## src/rtl/calib_frame_tx.sv

```systemverilog
// Frames a completed calibration batch from the ping-pong RAM into a checksummed byte stream
// with valid/ready handshake, a 4-byte read prefetch FIFO and a one-deep pending batch slot.
module calib_frame_tx #(
  parameter logic [15:0] SYNC_WORD  = 16'hCA1B,
  parameter logic [7:0]  FRAME_TYPE = 8'h5A,
  parameter int          MAX_POINTS = 128
) (
  input  logic        i_clk_50m,
  input  logic        i_rst,
  input  logic        i_calib_make,
  input  logic        i_calib_pingpang,
  input  logic [15:0] i_calib_points,
  output logic [10:0] o_ram_rdaddr,
  output logic        o_ram_rden,
  input  logic [7:0]  i_ram_rddata,
  output logic [7:0]  o_tx_data,
  output logic        o_tx_valid,
  input  logic        i_tx_ready,
  output logic        o_tx_last,
  output logic        o_busy,
  output logic [7:0]  o_drop_cnt
);

  localparam logic [15:0] MAX_PTS = 16'(MAX_POINTS);

  typedef enum logic [2:0] {S_IDLE, S_HDR, S_PAY, S_CSUM, S_DONE} state_t;

  state_t      state_reg, state_next;
  logic [7:0]  seq_reg, seq_next;
  logic        bank_reg, bank_next;
  logic [15:0] points_reg, points_next;
  logic [18:0] len_reg, len_next;
  logic        pend_valid_reg, pend_valid_next;
  logic        pend_bank_reg, pend_bank_next;
  logic [15:0] pend_points_reg, pend_points_next;
  logic [7:0]  drop_reg, drop_next;
  logic [2:0]  hdr_idx_reg, hdr_idx_next;
  logic [18:0] pay_cnt_reg, pay_cnt_next;
  logic [18:0] rd_cnt_reg, rd_cnt_next;
  logic [7:0]  csum_reg, csum_next;
  logic [7:0]  tx_data_reg, tx_data_next;
  logic        tx_valid_reg, tx_valid_next;
  logic        tx_last_reg, tx_last_next;
  logic        rden_reg, rden_next;
  logic [10:0] rdaddr_reg, rdaddr_next;
  logic [1:0]  rd_pipe_reg, rd_pipe_next;
  logic [1:0]  wr_ptr_reg, wr_ptr_next;
  logic [1:0]  rd_ptr_reg, rd_ptr_next;
  logic [2:0]  fifo_cnt_reg, fifo_cnt_next;

  logic        load, pop, push, idle_like, start_pend, start_make;
  logic [7:0]  hdr_byte;
  logic [3:0]  occ;
  logic [15:0] make_pts;
  logic [7:0]  fifo_slots [4];

  function automatic logic [15:0] clamp_pts(input logic [15:0] p);
    return (p > MAX_PTS) ? MAX_PTS : p;
  endfunction

  assign push     = rd_pipe_reg[1];
  assign make_pts = clamp_pts(i_calib_points);

  // Data slots carry no reset; occupancy and pointers alone define FIFO contents.
  genvar gi;
  generate
    for (gi = 0; gi < 4; gi++) begin : g_fifo
      logic [7:0] slot_reg;
      always_ff @(posedge i_clk_50m) begin
        if (push && wr_ptr_reg == 2'(gi)) slot_reg <= i_ram_rddata;
      end
      assign fifo_slots[gi] = slot_reg;
    end
  endgenerate

  always_comb begin
    state_next       = state_reg;
    seq_next         = seq_reg;
    bank_next        = bank_reg;
    points_next      = points_reg;
    len_next         = len_reg;
    pend_valid_next  = pend_valid_reg;
    pend_bank_next   = pend_bank_reg;
    pend_points_next = pend_points_reg;
    drop_next        = drop_reg;
    hdr_idx_next     = hdr_idx_reg;
    pay_cnt_next     = pay_cnt_reg;
    rd_cnt_next      = rd_cnt_reg;
    csum_next        = csum_reg;
    tx_data_next     = tx_data_reg;
    tx_valid_next    = tx_valid_reg;
    tx_last_next     = tx_last_reg;
    rdaddr_next      = rdaddr_reg;
    pop              = 1'b0;
    hdr_byte         = 8'h00;

    // The output register may take a new byte whenever it is empty or being accepted.
    load = !tx_valid_reg || i_tx_ready;
    if (load) begin
      tx_valid_next = 1'b0;
      tx_last_next  = 1'b0;
    end

    idle_like  = (state_reg == S_IDLE) || (state_reg == S_DONE);
    start_pend = idle_like && pend_valid_reg;
    start_make = idle_like && !pend_valid_reg && i_calib_make;

    case (state_reg)
      S_HDR: begin
        if (load) begin
          case (hdr_idx_reg)
            3'd0:    hdr_byte = SYNC_WORD[15:8];
            3'd1:    hdr_byte = SYNC_WORD[7:0];
            3'd2:    hdr_byte = FRAME_TYPE;
            3'd3:    hdr_byte = seq_reg;
            3'd4:    hdr_byte = points_reg[15:8];
            default: hdr_byte = points_reg[7:0];
          endcase
          tx_valid_next = 1'b1;
          tx_data_next  = hdr_byte;
          if (hdr_idx_reg >= 3'd2) csum_next = csum_reg ^ hdr_byte;
          hdr_idx_next = hdr_idx_reg + 3'd1;
          if (hdr_idx_reg == 3'd5) state_next = (len_reg == 19'd0) ? S_CSUM : S_PAY;
        end
      end
      S_PAY: begin
        if (load && fifo_cnt_reg != 3'd0) begin
          pop           = 1'b1;
          tx_valid_next = 1'b1;
          tx_data_next  = fifo_slots[rd_ptr_reg];
          csum_next     = csum_reg ^ fifo_slots[rd_ptr_reg];
          pay_cnt_next  = pay_cnt_reg + 19'd1;
          if (pay_cnt_reg == len_reg - 19'd1) state_next = S_CSUM;
        end
      end
      S_CSUM: begin
        // tx_last_reg marks that the checksum already sits in the output register.
        if (!tx_last_reg) begin
          if (load) begin
            tx_valid_next = 1'b1;
            tx_last_next  = 1'b1;
            tx_data_next  = csum_reg;
          end
        end else if (i_tx_ready) begin
          seq_next   = seq_reg + 8'd1;
          state_next = S_DONE;
        end
      end
      S_DONE:  state_next = S_IDLE;
      default: ;
    endcase

    if (start_pend || start_make) begin
      state_next   = S_HDR;
      bank_next    = start_pend ? pend_bank_reg : ~i_calib_pingpang;
      points_next  = start_pend ? pend_points_reg : make_pts;
      len_next     = {start_pend ? pend_points_reg : make_pts, 3'b000};
      hdr_idx_next = 3'd0;
      pay_cnt_next = 19'd0;
      rd_cnt_next  = 19'd0;
      csum_next    = 8'h00;
    end
    if (start_pend) pend_valid_next = 1'b0;

    // A make coinciding with the slot being consumed refills the slot instead of dropping.
    if (i_calib_make && !start_make) begin
      if (!pend_valid_reg || start_pend) begin
        pend_valid_next  = 1'b1;
        pend_bank_next   = ~i_calib_pingpang;
        pend_points_next = make_pts;
      end else if (drop_reg != 8'hFF) begin
        drop_next = drop_reg + 8'd1;
      end
    end

    // Credit counts the FIFO after this cycle's push/pop plus reads still in the pipe.
    occ = {1'b0, fifo_cnt_reg} + {3'b000, push} + {3'b000, rden_reg}
        + {3'b000, rd_pipe_reg[0]} - {3'b000, pop};
    rden_next = ((state_reg == S_HDR) || (state_reg == S_PAY))
              && (rd_cnt_reg < len_reg) && (occ < 4'd4);
    if (rden_next) begin
      rdaddr_next = {bank_reg, rd_cnt_reg[9:0]};
      rd_cnt_next = rd_cnt_reg + 19'd1;
    end
    rd_pipe_next  = {rd_pipe_reg[0], rden_reg};
    fifo_cnt_next = fifo_cnt_reg + {2'b00, push} - {2'b00, pop};
    wr_ptr_next   = wr_ptr_reg + {1'b0, push};
    rd_ptr_next   = rd_ptr_reg + {1'b0, pop};
  end

  always_ff @(posedge i_clk_50m) begin
    if (i_rst) begin
      state_reg       <= S_IDLE;
      seq_reg         <= 8'h00;
      bank_reg        <= 1'b0;
      points_reg      <= 16'h0000;
      len_reg         <= 19'd0;
      pend_valid_reg  <= 1'b0;
      pend_bank_reg   <= 1'b0;
      pend_points_reg <= 16'h0000;
      drop_reg        <= 8'h00;
      hdr_idx_reg     <= 3'd0;
      pay_cnt_reg     <= 19'd0;
      rd_cnt_reg      <= 19'd0;
      csum_reg        <= 8'h00;
      tx_data_reg     <= 8'h00;
      tx_valid_reg    <= 1'b0;
      tx_last_reg     <= 1'b0;
      rden_reg        <= 1'b0;
      rdaddr_reg      <= 11'd0;
      rd_pipe_reg     <= 2'b00;
      wr_ptr_reg      <= 2'd0;
      rd_ptr_reg      <= 2'd0;
      fifo_cnt_reg    <= 3'd0;
    end else begin
      state_reg       <= state_next;
      seq_reg         <= seq_next;
      bank_reg        <= bank_next;
      points_reg      <= points_next;
      len_reg         <= len_next;
      pend_valid_reg  <= pend_valid_next;
      pend_bank_reg   <= pend_bank_next;
      pend_points_reg <= pend_points_next;
      drop_reg        <= drop_next;
      hdr_idx_reg     <= hdr_idx_next;
      pay_cnt_reg     <= pay_cnt_next;
      rd_cnt_reg      <= rd_cnt_next;
      csum_reg        <= csum_next;
      tx_data_reg     <= tx_data_next;
      tx_valid_reg    <= tx_valid_next;
      tx_last_reg     <= tx_last_next;
      rden_reg        <= rden_next;
      rdaddr_reg      <= rdaddr_next;
      rd_pipe_reg     <= rd_pipe_next;
      wr_ptr_reg      <= wr_ptr_next;
      rd_ptr_reg      <= rd_ptr_next;
      fifo_cnt_reg    <= fifo_cnt_next;
    end
  end

  assign o_ram_rdaddr = rdaddr_reg;
  assign o_ram_rden   = rden_reg;
  assign o_tx_data    = tx_data_reg;
  assign o_tx_valid   = tx_valid_reg;
  assign o_tx_last    = tx_last_reg;
  assign o_busy       = (state_reg != S_IDLE);
  assign o_drop_cnt   = drop_reg;

endmodule

```

## config.mk

```make
export PLATFORM = sky130hd
export DESIGN_NAME = calib_frame_tx
export DESIGN_NICKNAME = d
export VERILOG_FILES = /design/src/rtl/calib_frame_tx.sv
export SDC_FILE = /design/constraint.sdc
export NUM_CORES = 1
export LEC_CHECK = 0
export BUFFER_PORTS_ARGS = -buffer_cell sky130_fd_sc_hd__buf_2
export CORE_MARGIN = 2
export CORE_UTILIZATION = 55
export CTS_CLUSTER_SIZE = 28
export DETAILED_ROUTE_END_ITERATION = 6
export GPL_ROUTABILITY_DRIVEN = 0
export PLACE_DENSITY = 0.8
export SETUP_SLACK_MARGIN = 0.05
export SLEW_MARGIN = 20
export SYNTH_ARGS = -nofsm -noshare
export SYNTH_HDL_FRONTEND = slang
export SYNTH_SLANG_ARGS = --single-unit
```

## constraint.sdc

```tcl
create_clock -name i_clk_50m -period 4.15 [get_ports i_clk_50m]
set_input_delay 1.0375 -clock i_clk_50m [delete_from_list [all_inputs] [get_ports i_clk_50m]]
set_output_delay 1.0375 -clock i_clk_50m [all_outputs]
set_load 0.05 [all_outputs]
```

# Word level (Yosys, flattened, before mapping)
# Cells that the tools add are included.
[classes]
muxes = 43
n_addsub = 14
n_bitwise = 5
eq_ne = 29
reduce_logical = 40
magnitude_cmp = 5
[ops]
columns = ["cell", "count"]
rows = [
  ["8-bit 2-to-1 mux", 11],
  ["8-bit case mux with 5 select lines", 1],
  ["19-bit by 1-bit adder with 19-bit output, second input constant", 2],
  ["19-bit 2-to-1 mux", 2],
  ["16-bit 2-to-1 mux", 2],
  ["8-bit case mux with 3 select lines", 1],
  ["19-bit equality test", 1],
  ["19-bit logical NOT", 1],
  ["19-bit < comparator", 1],
  ["19-bit by 1-bit subtractor with 19-bit output, second input constant", 1],
  ["3-bit 2-to-1 mux", 6],
  ["2-bit != test, second input constant", 9],
  ["3-bit != test, second input constant", 6],
  ["8-bit by 1-bit adder with 8-bit output, second input constant", 2],
  ["8-bit binary-select mux with 2-bit select", 1],
  ["16-bit by 8-bit > comparator with 1-bit output, second input constant", 1],
  ["1-bit 2-to-1 mux", 16],
  ["8-bit case mux with 2 select lines", 1],
  ["8-bit XOR", 2],
  ["7-bit AND reduction", 2],
  ["3-bit by 2-bit equality test with 1-bit output, second input constant", 4],
  ["3-bit case mux with 4 select lines", 1],
  ["1-bit logical AND", 11],
  ["3-bit equality test, second input constant", 3],
  ["other kinds (30)", 48],
]
[word_totals]
output_inout_bits = 31
register_bits = 166
elab_cells = 162
inputBits = 29

# Depth between registers and ports, before layout
[depth]
ltp_word = 9
depth_mapped = 18
ltp_nobuf = 15

# Worst setup path after synthesis
# No wires, ideal clock.
[synth_timing]
path_type = "input port to flip-flop"
start = "input port i_tx_ready"
end = "register rd_cnt_reg[11]"
cell_stages = 15
required_ns = 4.026
path_buffers = 3
slack_ns = 0.079
setup_ns = 0.124
arrival_ns = 3.947
cell_sequence = "nor2b_1 > clkbuf_1 > nor3_4 > ha_1 > inv_1 > fa_1 > ha_1 > a31oi_1 > xor2_1 > o2111ai_1 > o21ba_2 > clkbuf_1 > clkbuf_1 > o21ai_0 > o31ai_1"
[synth_between]
elab_chain_len = 8
[synth_rtl]
columns = ["element", "line_no", "rtl"]
rows = [
  ["start: declaration", "18", "input logic i_tx_ready,"],
  ["1-bit logical OR (*)", "98", "load = !tx_valid_reg || i_tx_ready;"],
  ["1-bit logical AND (*)", "127", "if (load && fifo_cnt_reg != 3'd0) begin"],
  ["1-bit 2-to-1 mux (*)", "127", ""],
  ["1-bit 2-to-1 mux (*)", "108", "case (state_reg)"],
  ["named net pop", "51", "logic load, pop, push, idle_like, start_pend, start_make;"],
  ["4-bit by 1-bit subtractor with 4-bit output (*)", "178", "+ {3'b000, rd_pipe_reg[0]} - {3'b000, pop};"],
  ["4-bit by 3-bit < comparator with 1-bit output (*)", "180", "&& (rd_cnt_reg < len_reg) && (occ < 4'd4);"],
  ["1-bit logical AND (*)", "180", ""],
  ["19-bit 2-to-1 mux or 2-bit nonzero test (tied branches)", "-", ""],
  ["end signal: assignment", "227", "rd_cnt_reg <= rd_cnt_next;"],
  ["end: declaration", "39", "logic [18:0] rd_cnt_reg, rd_cnt_next;"],
]
# The timed path passes the listed nets; every way through them passes the cells marked *.
# A chain may end at the register's enable or synchronous reset.

# Final worst setup path
[layout_timing]
start = "input port i_tx_ready"
end = "register rd_cnt_reg[16]"
# Same word-level chain as after synthesis.

==> summary.md <==
| Metric | Value |
|---|---|
| Detailed Route Iter0 Violations | `640` |
| Syn nets | `980` |
| Clock Latency Late Sink | `between 0.4 and 0.5 ns` |
| Vias | `~6,700` |
| Post-CTS sizing | `0` |
| Clk buf depth | `2` |
| Synth Warn # | `0` |
| Routed wire length | `between 15 and 20 mm` |
| Adder-cell share of the synthesized area | `0.0575` |
| Post-route cell area | `roughly 0.0093 sq mm` |
| Clk slew on worst S/H paths | `0.07 ns` |
| Power, Total | `3.69 mW` |
| Detailed Place HPWL | `13.4 mm` |
| Area after DPL | `0.00876 sq mm` |
| Max FFs per register | `32` |
| Net switching power | `about 1.1 mW` |
| GRT Resource Usage Total | `0.247` |
| Die area | `0.0161 sq mm` |
| Worst reg-to-reg setup slack | `just under 0.7 ns` |
| Max IR drop VDD | `0.000265 V` |
| CP cell instances | `buf_2 > nor2b_1 > nor3_4 > ha_1 > inv_1 > fa_1 > ha_1 > a31oi_1 > xor2_1 > o2111ai_1 > o21ba_2 > a21o_1 > a22o_1` |
| Portion of total power attributed to sequential cells | `0.464` |
| Final ANT Viol Nets | `0` |
| Outcome | `complete, no violations` |
| First-pass GRT wire length | `approximately 32 mm` |
| CTS Buf Count | `17` |
| Simple-gate share of the synthesized area | `0.216` |
| Initial Util | `0.568` |
| Final Max Tran Viols | `0` |
| Top-level port count | `60` |
| Max Cap Violations | `0` |
| Relative slew slack | `0.434` |
| CTS sink count | `166` |
| Core area | `between 0.01 and 0.015 sq mm` |
| Fillers | `about 1,200` |
| WS Path Type | `input port to flip-flop` |
| Pre-antenna DRT Iters | `7` |
| Hold slack | `around 0.48 ns` |
| Ys async rst share | `0` |
| R2R cell count | `12` |
| Crit path arrival time | `between 3 and 4 ns` |
| Layout area overhead | `12.2%` |
| Hold path startpoint | `pend_points_reg[3]` |
| Largest area contributor in the netlist | `dfxtp_1` |
| ANT cells | `0` |
| Routed len/inst | `about 17 um` |
| Top_reg_cell synth | `dfxtp_1` |
| Yosys top cell area share | `0.322` |
| XOR/XNOR Fraction of Synth Area | `0.0737` |
| Most used cell, CP | `ha_1` |
| DRC viols | `0` |
| RSZ-0062 raised after global routing | `false` |
| Leakage power | `3.65 nW` |
| Synth unique cells | `66` |
| Final Non-Filler Cells | `roughly 1,200` |
| Sw Ratio | `0.288` |
| Critical Path Max Stage Delay | `around 0.38 ns` |
| CTS H-tree depth | `4` |
| Horiz. Die Dim | `about 130 um` |
| Largest net degree at the start of global routing | `a little over 80` |
| PortBufs | `59` |
| Syn avg cell area | `about 9.1 sq um` |
| Part of the power in combinational logic | `0.117` |
| Post-synthesis mux area share | `0.0493` |
| Fin crit period | `~3.5 ns` |
| Combinational family with the most area after synthesis | `simple AND/OR/NAND/NOR gates` |
| CTS tree | `done` |
| Slowest CP cell | `o21ba_2` |
| Number of global-route vias before repair | `about 6,300` |
| Finish-stage setup viols | `0` |
| Int Pwr | `approximately 2.6 mW` |
| Post-Place Cells | `approximately 1,100` |
| Worst EP required | `around 4.5 ns` |
| Hold depth | `2` |
| Mapped Cells | `914` |
| CTS Hold Buffers Added | `0` |
| R2r startpoint | `state_reg[0]` |
| Sum Neg Setup Slack | `0 ns` |
| CP Launch Type | `input port` |
| Crit-path max FO | `18` |
| Clock Skew | `roughly 0.0083 ns` |
| DIE HEIGHT | `127 um` |
| FP Rows | `between 40 and 50` |
| Power per Cell Area | `395 mW/mm^2` |
| Utilization after layout | `0.638` |
| Number of synthesized flops with an enable pin | `32` |
| Fin crit share | `0.841` |
| Worst slew pin tran | `0.849 ns` |
| Root buffer cell | `clkbuf_16` |
| Setup bufs post-CTS | `0` |
| Area contributors post-synth | `dfxtp_1, edfxtp_1, nor2_1` |
| HP Class | `flip-flop to flip-flop` |
| FMAX | `between 200 and 300 MHz` |
| Synth Register Bits | `about 170` |
| Synth Cell Area | `between 0.008 and 0.009 sq mm` |
| NumNets Final | `1,026` |
| Place WS | `~0.22 ns` |
| Seq/Total Area, Yosys | `0.438` |
| Post-synthesis compound-gate area fraction | `0.126` |
| Clock power share | `0.418` |
| Crit. End Element | `flip-flop` |
| Initial antenna violation count | `0` |
| Final hold violation count | `0` |
| Final WS setup | `0.660 ns` |
| Share of cells above drive strength 1 | `0.132` |
| Worst Setup SP | `i_tx_ready` |
| GRT overflow | `0` |
| Vias per cell | `5.80` |
-- synth_stat cells (3+ instances only) --
library cell / count
nor3_1: 15
a21o_1: 10
a222oi_1: 3
nor2b_1: 16
nand3b_1: 4
nand3_1: 26
xnor2_1: 32
edfxtp_1: 32
a31oi_1: 4
or3_1: 7
ha_1: 35
a22oi_1: 12
a211oi_1: 18
nor2_1: 145
and3_1: 17
nand4_1: 13
mux4_2: 8
inv_1: 32
and2_1: 5
nand2_1: 85
mux2i_1: 23
nor4_1: 10
clkbuf_1: 36
o211ai_1: 8
a21oi_1: 34
or4_1: 4
nand2b_1: 7
xor2_1: 38
o21ai_0: 31
a311oi_1: 7
nor3b_1: 8
a22o_1: 7
dfxtp_1: 134
buf_1: 6
-- per-layer routing --
metal | up-vias | GRT usage | wire [um]
met4 | 0 | 0.107 | 533
met3 | 37 | 0.0381 | 1030
met5 | - | 0 | 0
li1 | 3312 | - | -
met1 | 3169 | 0.338 | 8670
met2 | 189 | 0.393 | 8860
-- cells in the final DEF, fill, tap and decap left out, types with 18 or more instances in the layout --
cell	instances
a211oi_1	18
a21oi_1	34
buf_2	59
dfxtp_1	134
edfxtp_1	32
ha_1	35
inv_1	32
mux2i_1	23
nand2_1	85
nand3_1	26
nor2_1	144
o21ai_0	30
xnor2_1	32
xor2_1	38
-- critical path: cells and delay by family --
family,cells,cell delay (ns)
AOI/OAI and AO/OA,5,1.15
adders and majority gates,3,0.92
and+or+nand+nor,2,0.32
xor gates and xnor gates,1,0.21
buffers and inverters,2,0.17
-- power groups by stage --
stage                     Sequential (mW)  Clock [mW]  Combinational [mW]
after floorplan                      1.76           0               0.299
after global routing                 1.71        1.62               0.475
after detailed placement             1.75           0               0.426
after global placement               1.75           0               0.419
final                                1.71        1.54               0.432
after CTS                            1.71        1.56               0.430
-- path summary, 6_finish.rpt --
path / endpoint
worst max-delay path: rd_cnt_reg[16]
worst max register to register: rd_cnt_reg[16]
worst min-delay path: points_reg[3]
worst min register to register: points_reg[3]
-- kinds of logic after synthesis --
group / count (synthesis)
and+or+nand+nor: 375
buffers and inverters: 81
xor gates and xnor gates: 70
DFF: 166
adders and majority gates: 37
muxes: 31
AOI/OAI and AO/OA: 154
-- layout make-up --
cell class	instances	area [sq um]	area share
Clock inverter	15	149	0.0159
Clock buffer	17	425	0.0456
Multi-Input combinational cell	667	4350	0.466
Tap cell	184	230	0.0247
Inverter	33	124	0.0133
Sequential cell	166	3640	0.390
Timing Repair Buffer	75	415	0.0445
Note: power is estimated with default switching activity, not from simulation.
